==> config.mk <==
export PLATFORM = sky130hd
export DESIGN_NAME = bt_uart_receiver
export DESIGN_NICKNAME = d
export VERILOG_FILES = /design/src/rtl/bt_uart_receiver.sv
export SDC_FILE = /design/constraint.sdc
export NUM_CORES = 1
export LEC_CHECK = 0
export BUFFER_PORTS_ARGS = -buffer_cell sky130_fd_sc_hd__buf_2
export CORE_MARGIN = 1
export CORE_UTILIZATION = 59
export DETAILED_ROUTE_END_ITERATION = 8
export GPL_ROUTABILITY_DRIVEN = 0
export PLACE_DENSITY = 0.8
export SYNTH_ARGS = -nofsm -noshare
export SYNTH_HDL_FRONTEND = slang
export SYNTH_SLANG_ARGS = --single-unit
export TNS_END_PERCENT = 1
==> constraint.sdc <==
create_clock -name clock -period 3.7 [get_ports clock]
set_clock_uncertainty 0.1 [all_clocks]
set_input_delay 0.37 -clock clock [delete_from_list [all_inputs] [get_ports clock]]
set_output_delay 0.37 -clock clock [all_outputs]
set_load 0.02 [all_outputs]
==> src/rtl/bt_uart_receiver.sv <==
`default_nettype none
// ============================================================================
//  Module      : bt_uart_receiver
//  Description : 8-bit UART receiver for a Bluetooth module serial link.
//                Synchronises rxd, oversamples each bit at its centre using
//                a runtime bit period (uart_cpd, minimum 4), reports bytes,
//                framing errors, and an end-of-message pulse after a
//                programmable number of idle bit-times.
//                Optional even parity: define UART_RX_PARITY_EN.
//  Revision    : 1.0 - initial release
// ============================================================================
module bt_uart_receiver #(
    parameter int SYNC_STAGES = 2
) (
    input  logic       clock,
    input  logic       resetn,
    input  logic       rxd,
    input  logic [9:0] uart_cpd,
    input  logic [9:0] uart_byte_spacing_limit,
    output logic [7:0] data_out,
    output logic       data_valid,
    output logic       frame_error,
    output logic       parity_error,
    output logic       msg_end,
    output logic       busy
);

    typedef enum logic [2:0] {
        ST_IDLE   = 3'd0,
        ST_START  = 3'd1,
        ST_DATA   = 3'd2,
        ST_PARITY = 3'd3,
        ST_STOP   = 3'd4,
        ST_GAP    = 3'd5
    } state_t;

    state_t r_state;
    state_t w_state_nxt;

    logic [SYNC_STAGES-1:0] r_sync;
    logic [SYNC_STAGES-1:0] r_sync_vld;
    logic                   r_armed;
    logic                   w_rx;

    logic [9:0] r_cpd;
    logic [9:0] r_cnt;
    logic [9:0] r_bit_cnt;
    logic [7:0] r_shift;

    logic [9:0] w_cpd_eff;
    logic [9:0] w_half;
    logic [9:0] w_gap_bits;
    logic       w_start;
    logic       w_cnt_done;
    logic       w_half_done;
    logic       w_par_ok;

    logic [9:0] w_cpd_nxt;
    logic [9:0] w_cnt_nxt;
    logic [9:0] w_bit_nxt;
    logic [7:0] w_shift_nxt;
    logic [7:0] w_data_nxt;
    logic       w_dv_nxt;
    logic       w_fe_nxt;
    logic       w_pe_nxt;
    logic       w_me_nxt;

    assign w_rx        = r_sync[SYNC_STAGES-1];
    assign w_cpd_eff   = (uart_cpd < 10'd4) ? 10'd4 : uart_cpd;
    assign w_half      = {1'b0, r_cpd[9:1]};
    assign w_cnt_done  = (r_cnt == r_cpd - 10'd1);
    assign w_half_done = (r_cnt == w_half - 10'd1);
    assign w_gap_bits  = r_bit_cnt + 10'd1;
    // A start is only honoured once the line has been seen genuinely high
    // after reset, so a line held low across reset release is not a frame.
    assign w_start     = r_armed && !w_rx;
    assign busy        = (r_state != ST_IDLE);

    // Input synchroniser plus arming: reset values flush out before arming.
    always_ff @(posedge clock or negedge resetn) begin
        if (!resetn) begin
            r_sync     <= '1;
            r_sync_vld <= '0;
            r_armed    <= 1'b0;
        end else begin
            r_sync     <= {r_sync[SYNC_STAGES-2:0], rxd};
            r_sync_vld <= {r_sync_vld[SYNC_STAGES-2:0], 1'b1};
            if (r_sync_vld[SYNC_STAGES-1] && w_rx) begin
                r_armed <= 1'b1;
            end
        end
    end

`ifdef UART_RX_PARITY_EN
    logic r_par_ok;
    logic w_par_ok_nxt;
    assign w_par_ok = r_par_ok;

    // Parity verdict, held from the parity sample until the stop sample.
    always_ff @(posedge clock or negedge resetn) begin
        if (!resetn) begin
            r_par_ok     <= 1'b1;
            parity_error <= 1'b0;
        end else begin
            r_par_ok     <= w_par_ok_nxt;
            parity_error <= w_pe_nxt;
        end
    end
`else
    assign w_par_ok     = 1'b1;
    assign parity_error = 1'b0;
`endif

    // State register and datapath registers.
    always_ff @(posedge clock or negedge resetn) begin
        if (!resetn) begin
            r_state     <= ST_IDLE;
            r_cpd       <= 10'd0;
            r_cnt       <= 10'd0;
            r_bit_cnt   <= 10'd0;
            r_shift     <= 8'h00;
            data_out    <= 8'h00;
            data_valid  <= 1'b0;
            frame_error <= 1'b0;
            msg_end     <= 1'b0;
        end else begin
            r_state     <= w_state_nxt;
            r_cpd       <= w_cpd_nxt;
            r_cnt       <= w_cnt_nxt;
            r_bit_cnt   <= w_bit_nxt;
            r_shift     <= w_shift_nxt;
            data_out    <= w_data_nxt;
            data_valid  <= w_dv_nxt;
            frame_error <= w_fe_nxt;
            msg_end     <= w_me_nxt;
        end
    end

    // Next-state and datapath update; every sample point is a counter match.
    always_comb begin
        w_state_nxt  = r_state;
        w_cpd_nxt    = r_cpd;
        w_cnt_nxt    = r_cnt;
        w_bit_nxt    = r_bit_cnt;
        w_shift_nxt  = r_shift;
        w_data_nxt   = data_out;
        w_dv_nxt     = 1'b0;
        w_fe_nxt     = 1'b0;
        w_pe_nxt     = 1'b0;
        w_me_nxt     = 1'b0;
`ifdef UART_RX_PARITY_EN
        w_par_ok_nxt = r_par_ok;
`endif
        case (r_state)
            ST_IDLE: begin
                if (w_start) begin
                    w_state_nxt = ST_START;
                    w_cpd_nxt   = w_cpd_eff;
                    w_cnt_nxt   = 10'd0;
                    w_bit_nxt   = 10'd0;
                end
            end
            ST_START: begin
                if (w_half_done) begin
                    w_cnt_nxt   = 10'd0;
                    w_bit_nxt   = 10'd0;
                    w_state_nxt = w_rx ? ST_IDLE : ST_DATA;
                end else begin
                    w_cnt_nxt = r_cnt + 10'd1;
                end
            end
            ST_DATA: begin
                if (w_cnt_done) begin
                    w_cnt_nxt   = 10'd0;
                    w_shift_nxt = {w_rx, r_shift[7:1]};
                    w_bit_nxt   = r_bit_cnt + 10'd1;
                    if (r_bit_cnt == 10'd7) begin
                        w_bit_nxt = 10'd0;
`ifdef UART_RX_PARITY_EN
                        w_state_nxt = ST_PARITY;
`else
                        w_state_nxt = ST_STOP;
`endif
                    end
                end else begin
                    w_cnt_nxt = r_cnt + 10'd1;
                end
            end
`ifdef UART_RX_PARITY_EN
            ST_PARITY: begin
                if (w_cnt_done) begin
                    w_cnt_nxt    = 10'd0;
                    // Even parity: the parity bit equals the XOR of the data.
                    w_par_ok_nxt = (w_rx == ^r_shift);
                    w_state_nxt  = ST_STOP;
                end else begin
                    w_cnt_nxt = r_cnt + 10'd1;
                end
            end
`endif
            ST_STOP: begin
                if (w_cnt_done) begin
                    w_cnt_nxt = 10'd0;
                    w_bit_nxt = 10'd0;
                    if (w_rx) begin
                        if (w_par_ok) begin
                            w_data_nxt = r_shift;
                            w_dv_nxt   = 1'b1;
                        end else begin
                            w_pe_nxt = 1'b1;
                        end
                        w_state_nxt = (uart_byte_spacing_limit != 10'd0) ? ST_GAP : ST_IDLE;
                    end else begin
                        // Framing error outranks parity and never arms the gap timer.
                        w_fe_nxt    = 1'b1;
                        w_state_nxt = ST_IDLE;
                    end
                end else begin
                    w_cnt_nxt = r_cnt + 10'd1;
                end
            end
            ST_GAP: begin
                if (w_start) begin
                    // A new start edge wins over a coincident timer expiry.
                    w_state_nxt = ST_START;
                    w_cpd_nxt   = w_cpd_eff;
                    w_cnt_nxt   = 10'd0;
                    w_bit_nxt   = 10'd0;
                end else if (w_cnt_done) begin
                    w_cnt_nxt = 10'd0;
                    if (w_gap_bits >= uart_byte_spacing_limit) begin
                        w_me_nxt    = 1'b1;
                        w_bit_nxt   = 10'd0;
                        w_state_nxt = ST_IDLE;
                    end else begin
                        w_bit_nxt = w_gap_bits;
                    end
                end else begin
                    w_cnt_nxt = r_cnt + 10'd1;
                end
            end
            default: begin
                w_state_nxt = ST_IDLE;
                w_cnt_nxt   = 10'd0;
                w_bit_nxt   = 10'd0;
            end
        endcase
    end

endmodule
`default_nettype wire

==> out/results.ini, run 1 <==
[setup_path]
startpoint_type = flop
critPathMaxFanout = 7
cp.required_ns = 3.85
reg2regPathDepth = 12
cp-end-kind = flop
crit_type = flop to flop
cp.arrival_ns = 3.53

[timing]
max_slew_margin_pct = 28.0
period_minus_slack_ns = 3.37
setup_tns_ns = 0
rsz0062_at_grt = false
fmax_mhz = 296
hold_violations = 0
setup_viol_count_final = 0
post-route-period-util_pct = 91.2
worstMarginPinSlew_ns = 1.08
finalMaxSlewViolations = 0

[run]
drv_cap = 0

[finish]
regArea_um2 = 1430
fin_util_pct = 70.0
synthToLayoutAreaGrowth_pct = 11.8
multi_input_area_um2 = 1910
diodes = 0
finalNetCount = 427
drive_above_1_share_pct = 20.0
nFillCells = 434

[yosys]
netlist_instances = 364
synth_cell_type_count = 64
synth_top_area_cell = dfrtp_1
synth_ff_type = dfrtp_1
synth_edf_count = 0
seq_area_frac_synth_pct = 40.7
synth_top_area_share_pct = 39.2
syn_avg_cell_area_um2 = 9.65
ys_top_cells_by_area = dfrtp_1 39%, ha_1 5.0%, nand2_1 4.6%, xnor2_1 4.2%, xor2_1 4.0%
synth-seq-cells = 57
synth_fp_nets = 401
synth_area_um2 = 3510
synth-warning-count = 0
async_flop_share_pct = 100

[detailed_routing]
vias = 2664
vias_per_cell = 5.70
postRouteAntennaNets = 0
drtIter0Drc = 129
wl_per_cell_um = 15.3
dr.pass1.iters = 4
wl_um = 7170
drc = 0

[global_routing]
grtUsageTotal_pct = 25.1
grt_pass1_wl_um = 12000
overflow = 0
grt_max_degree = 50
grt_pass1_vias = 2534
antenna_found_initial = 0

[power]
vdd_drop_max_v = 0.000368
power_density_nw_per_um2 = 669
seq_power_share_pct = 34.7
swShare_pct = 38.5
internal_power_uw = 1610
comb_power_share_pct = 37.8
switching_power_uw = 1010
total_power_uw = 2620
p_clk_share_pct = 27.5
p_leak_uw = 0.00198

[cts]
post_cts_resized = 0
h-tree-depth = 3
cts_made_buffers = 9
cts_sinks = 57
clk_pin_slew_worst_paths_ns = 0.07
holdBufCountCts = 0
clock_latency_ns = 0.34
post_cts_buffers = 0
root_buffer = clkbuf_8
clockBufferDepth = 2
cts_tree = yes

[die]
die_area_um2 = 6260
io_pins = 36
rows = 27
die_h_um = 79.1
die_w_um = 79.1
fp.coreArea_um2 = 5610
initial_utilization_pct = 62.6

[place]
hpwl_um = 4990
numPortBuffers = 34

[worst_hold_path]
hold_depth = 1
hold_path.class = input pin to flop

[outcome]
status = completed

[metrics by stage]
| stage | hold slack (ns) | worst slack [ns] | instances | instance area, um2 |
|---|---|---|---|---|
| 3_3_place_gp | 0.235 | 0.555 | 451 | 3680 |
| 5_1_grt | 0.00832 | 0.00808 | 467 | 3930 |
| 3_5_place_dp | 0.240 | 0.448 | 451 | 3680 |
| 2_1_floorplan | -0.0256 | 0.823 | 364 | 3510 |
| 6_report | 0.0244 | 0.327 | 467 | 3930 |
| 4_1_cts | 0.0125 | 0.382 | 467 | 3930 |
[cells in the mapped netlist (all sizes together), types with 2 or more instances]
cell type / number
xor2: 16
nand2b: 10
o22ai: 2
o211ai: 4
mux2: 17
buf: 7
nor3: 3
dfstp: 2
a21oi: 7
a22o: 8
nor3b: 6
mux2i: 2
o31ai: 3
a2bb2oi: 2
and3: 8
or2: 3
o21ai: 20
clkbuf: 14
nor2b: 2
nor2: 17
ha: 14
nand4b: 2
a211oi: 3
nor4: 9
a21o: 8
dfrtp: 55
nand3: 13
a22oi: 2
nand4: 3
xnor2: 17
or4b: 2
o2bb2ai: 4
conb: 2
nand2: 43
inv: 16
and2: 2
[flip-flops by register name, summed over array words and instances (netlist names), 2 cells and up]
signal,cells
data_out,8
r_bit_cnt,10
r_cnt,10
r_cpd,10
r_shift,8
r_state,3
r_sync,2
r_sync_vld,2
[critical path, cell delays in order (launching register included)]
cell,delay (ns)
dfrtp_1,0.42
ha_1,0.31
nand3_1,0.22
nor2_1,0.20
xor2_1,0.29
ha_1,0.31
o21ai_0,0.11
a21oi_1,0.07
a21o_1,0.19
a21oi_1,0.24
a21oi_1,0.23
or3b_2,0.50
o211ai_1,0.09
[kinds of logic (layout without fill, tap and decap cells)]
kind of cell	after synthesis	in the layout	share of synthesized area [%]
buffers and inverters	38	69	4.85
other	2	2	0.214
AO/OA/AOI/OAI	72	72	14.6
XOR/XNOR	33	33	8.23
flip-flops	57	57	40.7
adder cells (fa/ha/maj)	14	14	4.99
multiplexers	19	19	6.88
AND/OR/NAND/NOR	129	129	19.5
[per-layer routing]
metal | GRT usage, % | part of all wire, % | vias to the layer above | wire length [um]
met3 | 4.94 | 4.0 | 13 | 287
li1 | - | - | 1333 | -
met4 | 11.5 | 1.8 | 0 | 131
met1 | 35.0 | 48 | 1248 | 3440
met2 | 37.7 | 46 | 70 | 3310
met5 | 0 | 0 | - | 0
[path summary, 6_finish.rpt]
check / from / endpoint / slack, ns
min in group asynchronous: resetn / data_out[4] / 0.12
max: r_bit_cnt[0] / r_bit_cnt[2] / 0.33
min reg2reg: r_sync_vld[0] / r_sync_vld[1] / 0.25
min: rxd / r_sync[0] / 0.02
max reg2reg: r_bit_cnt[0] / r_bit_cnt[2] / 0.33
max in group asynchronous: resetn / r_cpd[7] / 2.63
[area by class of cell]
class                      instances  area share, %
multi-input combinational        269           48.7
sequential                        57           36.4
timing repair buffer              36           4.72
clock buffer                      11           3.60
clock inverter                     5           2.61
tap                               72           2.30
inverter                          17           1.66
[power by group through the flow]
stage,registers [uW],logic [uW],clock network (uW)
2_1_floorplan,800,901,0
3_3_place_gp,914,953,0
3_5_place_dp,920,974,0
4_1_cts,909,992,727
5_1_grt,934,1110,755
6_report,911,992,721
[cell usage in the layout, fill, tap and decap left out, types with 3 or more instances in the layout]
| cell | instances |
|---|---|
| dfrtp_1 | 55 |
| o31ai_1 | 3 |
| nand2b_1 | 10 |
| mux2_4 | 8 |
| mux2_2 | 7 |
| nor2_1 | 17 |
| o21ai_0 | 19 |
| bufinv_16 | 3 |
| nand3_1 | 12 |
| a22o_1 | 8 |
| and3_1 | 8 |
| inv_1 | 16 |
| ha_1 | 14 |
| o211ai_1 | 4 |
| o2bb2ai_1 | 4 |
| clkbuf_8 | 10 |
| nand2_1 | 43 |
| a211oi_1 | 3 |
| nor3b_1 | 6 |
| a21o_1 | 8 |
| a21oi_1 | 6 |
| xor2_1 | 16 |
| buf_2 | 34 |
| nor4_1 | 9 |
| xnor2_1 | 17 |
(Power assumes the default switching activity.)
==> run 2, diff against run 1 <==
RECOVER_POWER = 100   (was not set)
==> out/results.ini, run 2 (synthesis results as in run 1) <==
[cts]
post_cts_resized = 0  ; unchanged
cts_sinks = 57  ; unchanged
post_cts_buffers = 0  ; unchanged
clock_latency_ns = 0.34  ; about the same
cts_tree = yes
h-tree-depth = 3  ; unchanged
root_buffer = clkbuf_8
clockBufferDepth = 2  ; unchanged
holdBufCountCts = 0  ; unchanged
cts_made_buffers = 9  ; unchanged
clk_pin_slew_worst_paths_ns = 0.07  ; about the same

[die]
fp.coreArea_um2 = 5610  ; unchanged
io_pins = 36  ; unchanged
die_h_um = 79.1  ; unchanged
die_area_um2 = 6260  ; unchanged
rows = 27  ; unchanged
die_w_um = 79.1  ; unchanged
initial_utilization_pct = 62.6  ; unchanged

[setup_path]
startpoint = r_cpd[2]
critPathBufInv = 1  ; +1
cp-end-kind = flop
critical-path-max-stage-delay_ns = 0.51  ; about the same
critPathMaxFanout = 19  ; +12
rr_startpoint = r_cpd[2]
r2r_setup_slack_ns = 0.29  ; -0.04 ns
crit_type = flop to flop
cp.arrival_ns = 3.53  ; about the same
cp_slowest_cell = or4b_1
crit_chain = inv_1 -> ha_1 -> or4b_1 -> or4_1 -> o21ai_0 -> nand4_1 -> a21oi_4 -> nand3_2 -> mux2_1
startpoint_type = flop
cp_top_family = simple AND/OR/NAND/NOR gates
cp.required_ns = 3.82  ; -0.03 ns

[timing]
setup_viol_count_final = 0  ; unchanged
setup_tns_ns = 0  ; unchanged
max_slew_margin_pct = -73.3  ; -100 points
rsz0062_at_grt = false
period_minus_slack_ns = 3.41  ; +0.0421 ns
hold_violations = 0  ; unchanged
post-route-period-util_pct = 92.3  ; +1.1 points
finalMaxSlewViolations = 50  ; +50
fmax_mhz = 293  ; -1.2%
worstMarginPinSlew_ns = 2.60  ; +1.52 ns

[outcome]
status = finished with violations
violations = max-capacitance violations, max-slew violations

[global_routing]
grt_max_degree = 50  ; unchanged
grt_pass1_wl_um = 12000  ; unchanged
antenna_found_initial = 0  ; unchanged
overflow = 0  ; unchanged
grtUsageTotal_pct = 25.1  ; unchanged
grt_pass1_vias = 2534  ; unchanged

[finish]
largestRegisters = r_bit_cnt (10), r_cnt (10), r_cpd (10)
final_common_cell = dfrtp_1
synthToLayoutAreaGrowth_pct = 10.1
finalNetCount = 427  ; unchanged
diodes = 0  ; unchanged
drive_above_1_share_pct = 13.4  ; -6.6 points
final_cell_mix = 55 x dfrtp_1, 43 x nand2_1, 21 x buf_2

[detailed_routing]
postRouteAntennaNets = 0  ; unchanged
vias_per_cell = 5.69  ; -0.30%
wl_um = 7140  ; -0.42%
highest_layer = met4
wl_per_cell_um = 15.3  ; -0.42%
wl_met3_um = 294  ; +2.4%
drt-met1-wl_um = 3460  ; +0.58%
dr.pass1.iters = 4  ; unchanged
vias = 2656  ; -0.30%
dr_wl_met2_um = 3250  ; -1.8%
drtIter0Drc = 139  ; +7.8%
drc = 0  ; unchanged

[power]
vdd_drop_max_v = 0.000367  ; -0.26%
total_power_uw = 2610  ; -0.59%
p_leak_uw = 0.00189  ; -4.6%
power_density_nw_per_um2 = 675  ; +0.95%

[place]
hpwl_um = 4990  ; unchanged
numPortBuffers = 34  ; unchanged

[worst_hold_path]
min_from = rxd
hold_path.class = input pin to flop

[run]
drv_cap = 1  ; +1

run 2: cell count changes in the layout (fill, tap and decap cells not counted), sizes merged:
cell / delta
clkbuf: +15
buf: -15
run 2: report_power, final:
part | switching [uW] | leakage [uW] | internal (uW)
combinational | 560 | 0.00102 | 417
sequential | 189 | 0.000751 | 720
clock | 257 | 0.000120 | 465
total | 1010 | 0.00189 | 1600
run 2: path summary, 6_finish.rpt:
kind,end,depth (start not counted)
worst max-delay path,r_state[2],9
worst min-delay path,r_sync[0],1
worst max register to register,r_state[2],9
worst min register to register,r_sync_vld[1],0
max in group asynchronous,r_cpd[0],1
min in group asynchronous,data_out[4],1
run 2: layout make-up:
cell class | instances | area, um2
clock inverters | 5 | 103
multi-input cells | 269 | 1880
well taps | 72 | 90.1
repair buffers | 36 | 161
clock buffers | 11 | 141
fillers | 448 | 1740
inverters | 17 | 65.1
flip-flops and latches | 57 | 1430
run 2: worst register-to-register path: stages, from the launching register on:
cell,delay [ns]
dfrtp_1,0.42
inv_1,0.13
ha_1,0.26
or4b_1,0.51
or4_1,0.48
o21ai_0,0.17
nand4_1,0.28
a21oi_4,0.47
nand3_2,0.15
mux2_1,0.35
run 2: per-layer routing:
| layer | vias to the layer above | track usage, % |
|---|---|---|
| met5 | - | 0 |
| met4 | 0 | 11.5 |
| met3 | 15 | 4.94 |
| met2 | 62 | 37.7 |
| met1 | 1248 | 35.0 |
| li1 | 1331 | - |
run 2: per-stage QoR:
step	hold WS (ns)	setup WS [ns]	cells	area, um2	util [%]
floorplan	-0.0256	0.823	364	3510	-
global placement	0.235	0.555	451	3680	65.6
detailed placement	0.240	0.448	451	3680	65.6
CTS	0.0125	0.382	467	3930	70.0
global route	0.00835	0.00808	467	3860	68.9
finish	0.0234	0.285	467	3860	68.9
==> run 3, diff against run 2 <==
ABC_AREA = 1   (was not set)
CORE_UTILIZATION = 60   (was 59)
CTS_CLUSTER_SIZE = 30   (was not set)
PLACE_DENSITY = 0.81   (was 0.8)
==> out/results.ini, run 3 <==
[outcome]
status = finished with violations
violations = max-capacitance violations, max-slew violations

[die]
io_pins = 36  ; unchanged
die_h_um = 80.2  ; +1.3%
fp.coreArea_um2 = 5920  ; +5.6%
rows = 28  ; +3.7%
initial_utilization_pct = 62.0  ; -0.64 points
die_area_um2 = 6430  ; +2.7%
die_w_um = 80.2  ; +1.3%

[setup_path]
startpoint_type = flop
startpoint = r_cpd[1]
cp.arrival_ns = 3.40  ; -0.13 ns
crit_type = flop to flop
rr_startpoint = r_cpd[1]
critPathMaxFanout = 20  ; +1
cp_slowest_cell = nor2_2
critical-path-max-stage-delay_ns = 0.63  ; +0.12 ns
critPathBufInv = 2  ; +1
r2r_setup_slack_ns = 0.39  ; +0.10 ns
cp-end-kind = flop
crit_chain = inv_1 -> ha_1 -> inv_1 -> nor2_1 -> nand3_1 -> xor2_1 -> nor2_1 -> nand3_1 -> nand2_1 -> nand2_1 -> nor2_2 -> o21ai_0
cp.required_ns = 3.79  ; -0.03 ns
cp_top_family = simple AND/OR/NAND/NOR gates

[finish]
final_common_cell = nand2_1
regArea_um2 = 1430  ; unchanged
diodes = 0  ; unchanged
nFillCells = 501  ; +12%
largestRegisters = r_bit_cnt (10), r_cnt (10), r_cpd (10)
final_cell_mix = 174 x nand2_1, 78 x inv_1, 55 x dfrtp_1
multi_input_area_um2 = 1860  ; -0.93%
drive_above_1_share_pct = 7.52  ; -5.9 points
final_cells = 647  ; +39%
finalNetCount = 604  ; +41%
synthToLayoutAreaGrowth_pct = 10.4

[yosys]
synth.mux.area_fraction_pct = 0  ; -6.9 points
async_flop_share_pct = 100  ; unchanged
synth_cell_type_count = 33  ; -48%
synthXorXnorAreaFrac_pct = 4.77  ; -3.5 points
ys_top_cells_by_area = dfrtp_1 38%, nand2_1 18%, inv_1 8.0%, o21ai_0 6.1%, ha_1 4.8%
synth-seq-cells = 57  ; unchanged
yosys.area_share.simple_pct = 32.2  ; +13 points
syn_avg_cell_area_um2 = 6.95  ; -28%
synth_edf_count = 0  ; unchanged
synth_area_um2 = 3670  ; +4.5%
synth_top_family_by_area = simple AND/OR/NAND/NOR gates
seq_area_frac_synth_pct = 38.9  ; -1.7 points
synth_top_area_share_pct = 37.5  ; -1.7 points
yosysMostFrequentCell = nand2_1
synth_compound_area_share_pct = 9.41  ; -5.2 points
synth-warning-count = 0  ; unchanged
synth_commonest_cells = 172 x nand2_1, 78 x inv_1, 55 x dfrtp_1
synth-adder-area-share_pct = 4.77  ; -0.21 points
synth_fp_nets = 565  ; +41%
synth_ff_type = dfrtp_1
synth_top_area_cell = dfrtp_1
netlist_instances = 528  ; +45%

[timing]
max_slew_margin_pct = -41.7  ; +32 points
period_minus_slack_ns = 3.31  ; -0.104 ns
worstMarginPinSlew_ns = 2.12  ; -0.475 ns
setup_tns_ns = 0  ; unchanged
finalMaxSlewViolations = 42  ; -16%
hold_violations = 0  ; unchanged
setup_viol_count_final = 0  ; unchanged
rsz0062_at_grt = false
post-route-period-util_pct = 89.5  ; -2.8 points
fmax_mhz = 302  ; +3.1%

[global_routing]
grtUsageTotal_pct = 27.9  ; +2.8 points
grt_max_degree = 42  ; -16%
overflow = 0  ; unchanged
grt_pass1_vias = 3114  ; +23%
grt_pass1_wl_um = 13700  ; +14%
antenna_found_initial = 0  ; unchanged

[cts]
cts_tree = yes
h-tree-depth = 3  ; unchanged
root_buffer = clkbuf_8
clk_pin_slew_worst_paths_ns = 0.08  ; about the same
post_cts_resized = 0  ; unchanged
cts_made_buffers = 9  ; unchanged
clock_latency_ns = 0.35  ; about the same
clockBufferDepth = 2  ; unchanged
post_cts_buffers = 0  ; unchanged
cts_sinks = 57  ; unchanged
holdBufCountCts = 0  ; unchanged

[worst_hold_path]
min_from = rxd
hold_path.class = input pin to flop

[power]
p_leak_uw = 0.00210  ; +11%
vdd_drop_max_v = 0.000370  ; +0.78%
power_density_nw_per_um2 = 621  ; -8.0%

[detailed_routing]
drc = 0  ; unchanged
dr.pass1.iters = 5  ; +1
postRouteAntennaNets = 0  ; unchanged
wl_um = 8170  ; +14%
wl_per_cell_um = 12.6  ; -17%
vias_per_cell = 5.33  ; -6.3%
vias = 3449  ; +30%
drtIter0Drc = 284  ; +100%

[place]
hpwl_um = 6160  ; +24%
dpl.cell_count = 631  ; +40%
numPortBuffers = 34  ; unchanged

[run]
drv_cap = 1  ; unchanged

==> run 3: cell count changes after synthesis, sizes merged, moves of 8 or more <==
| cell | delta |
|---|---|
| a22o | -8 |
| and3 | -8 |
| clkbuf | -11 |
| inv | +62 |
| mux2 | -17 |
| nand2 | +131 |
| nand2b | -10 |
| nand3 | +23 |
| nor2 | +36 |
| o21ai | +26 |
| xnor2 | -12 |
==> run 3: cell type report <==
class	count	area share, %
clock buffers	10	3.40
clock inverters	6	1.67
inverters	79	7.32
multi-input cells	383	45.9
flip-flops and latches	57	35.3
well taps	75	2.32
repair buffers	37	4.17
==> run 3: stage by stage <==
stage	util [%]	instance area (um2)	power, uW	hold slack, ns	setup WS, ns
6_report	68.4	4050	2520	0.0271	0.389
5_1_grt	68.4	4050	2720	0.0109	0.0805
4_1_cts	69.3	4100	2550	0.0159	0.493
3_5_place_dp	65.8	3900	1930	0.235	0.512
3_3_place_gp	65.8	3900	1900	0.234	0.679
2_1_floorplan	-	3670	1710	-0.0256	0.996
==> run 3: metal layers <==
metal | up-vias | track usage [%] | wire, um
li1 | 1744 | - | -
met1 | 1581 | 38.2 | 3830
met2 | 107 | 43.6 | 3740
met3 | 17 | 5.23 | 465
met4 | 0 | 11.1 | 126
met5 | - | 0 | 0
==> run 3: cells by family after synthesis <==
| group | count (synthesis) |
|---|---|
| buffers and inverters | 88 |
| other | 2 |
| flip-flops | 57 |
| AO/OA/AOI/OAI | 64 |
| XOR/XNOR | 20 |
| adder cells (fa/ha/maj) | 14 |
| AND/OR/NAND/NOR | 283 |
==> run 3: path summary, 6_finish.rpt <==
path	endpoint	cells after the start
worst min-delay path	r_sync[0]	1
worst max-delay path	r_bit_cnt[9]	12
max in group asynchronous	r_bit_cnt[2]	2
min in group asynchronous	r_bit_cnt[9]	1
worst max register to register	r_bit_cnt[9]	12
worst min register to register	r_sync_vld[1]	0
==> run 3: report_power, final <==
part | total, uW | switching [uW] | internal, uW | leakage (uW)
Clock | 607 | 278 | 330 | 0.0000985
Sequential | 831 | 115 | 715 | 0.000756
Combinational | 1080 | 747 | 331 | 0.00125
Total | 2520 | 1140 | 1380 | 0.00210
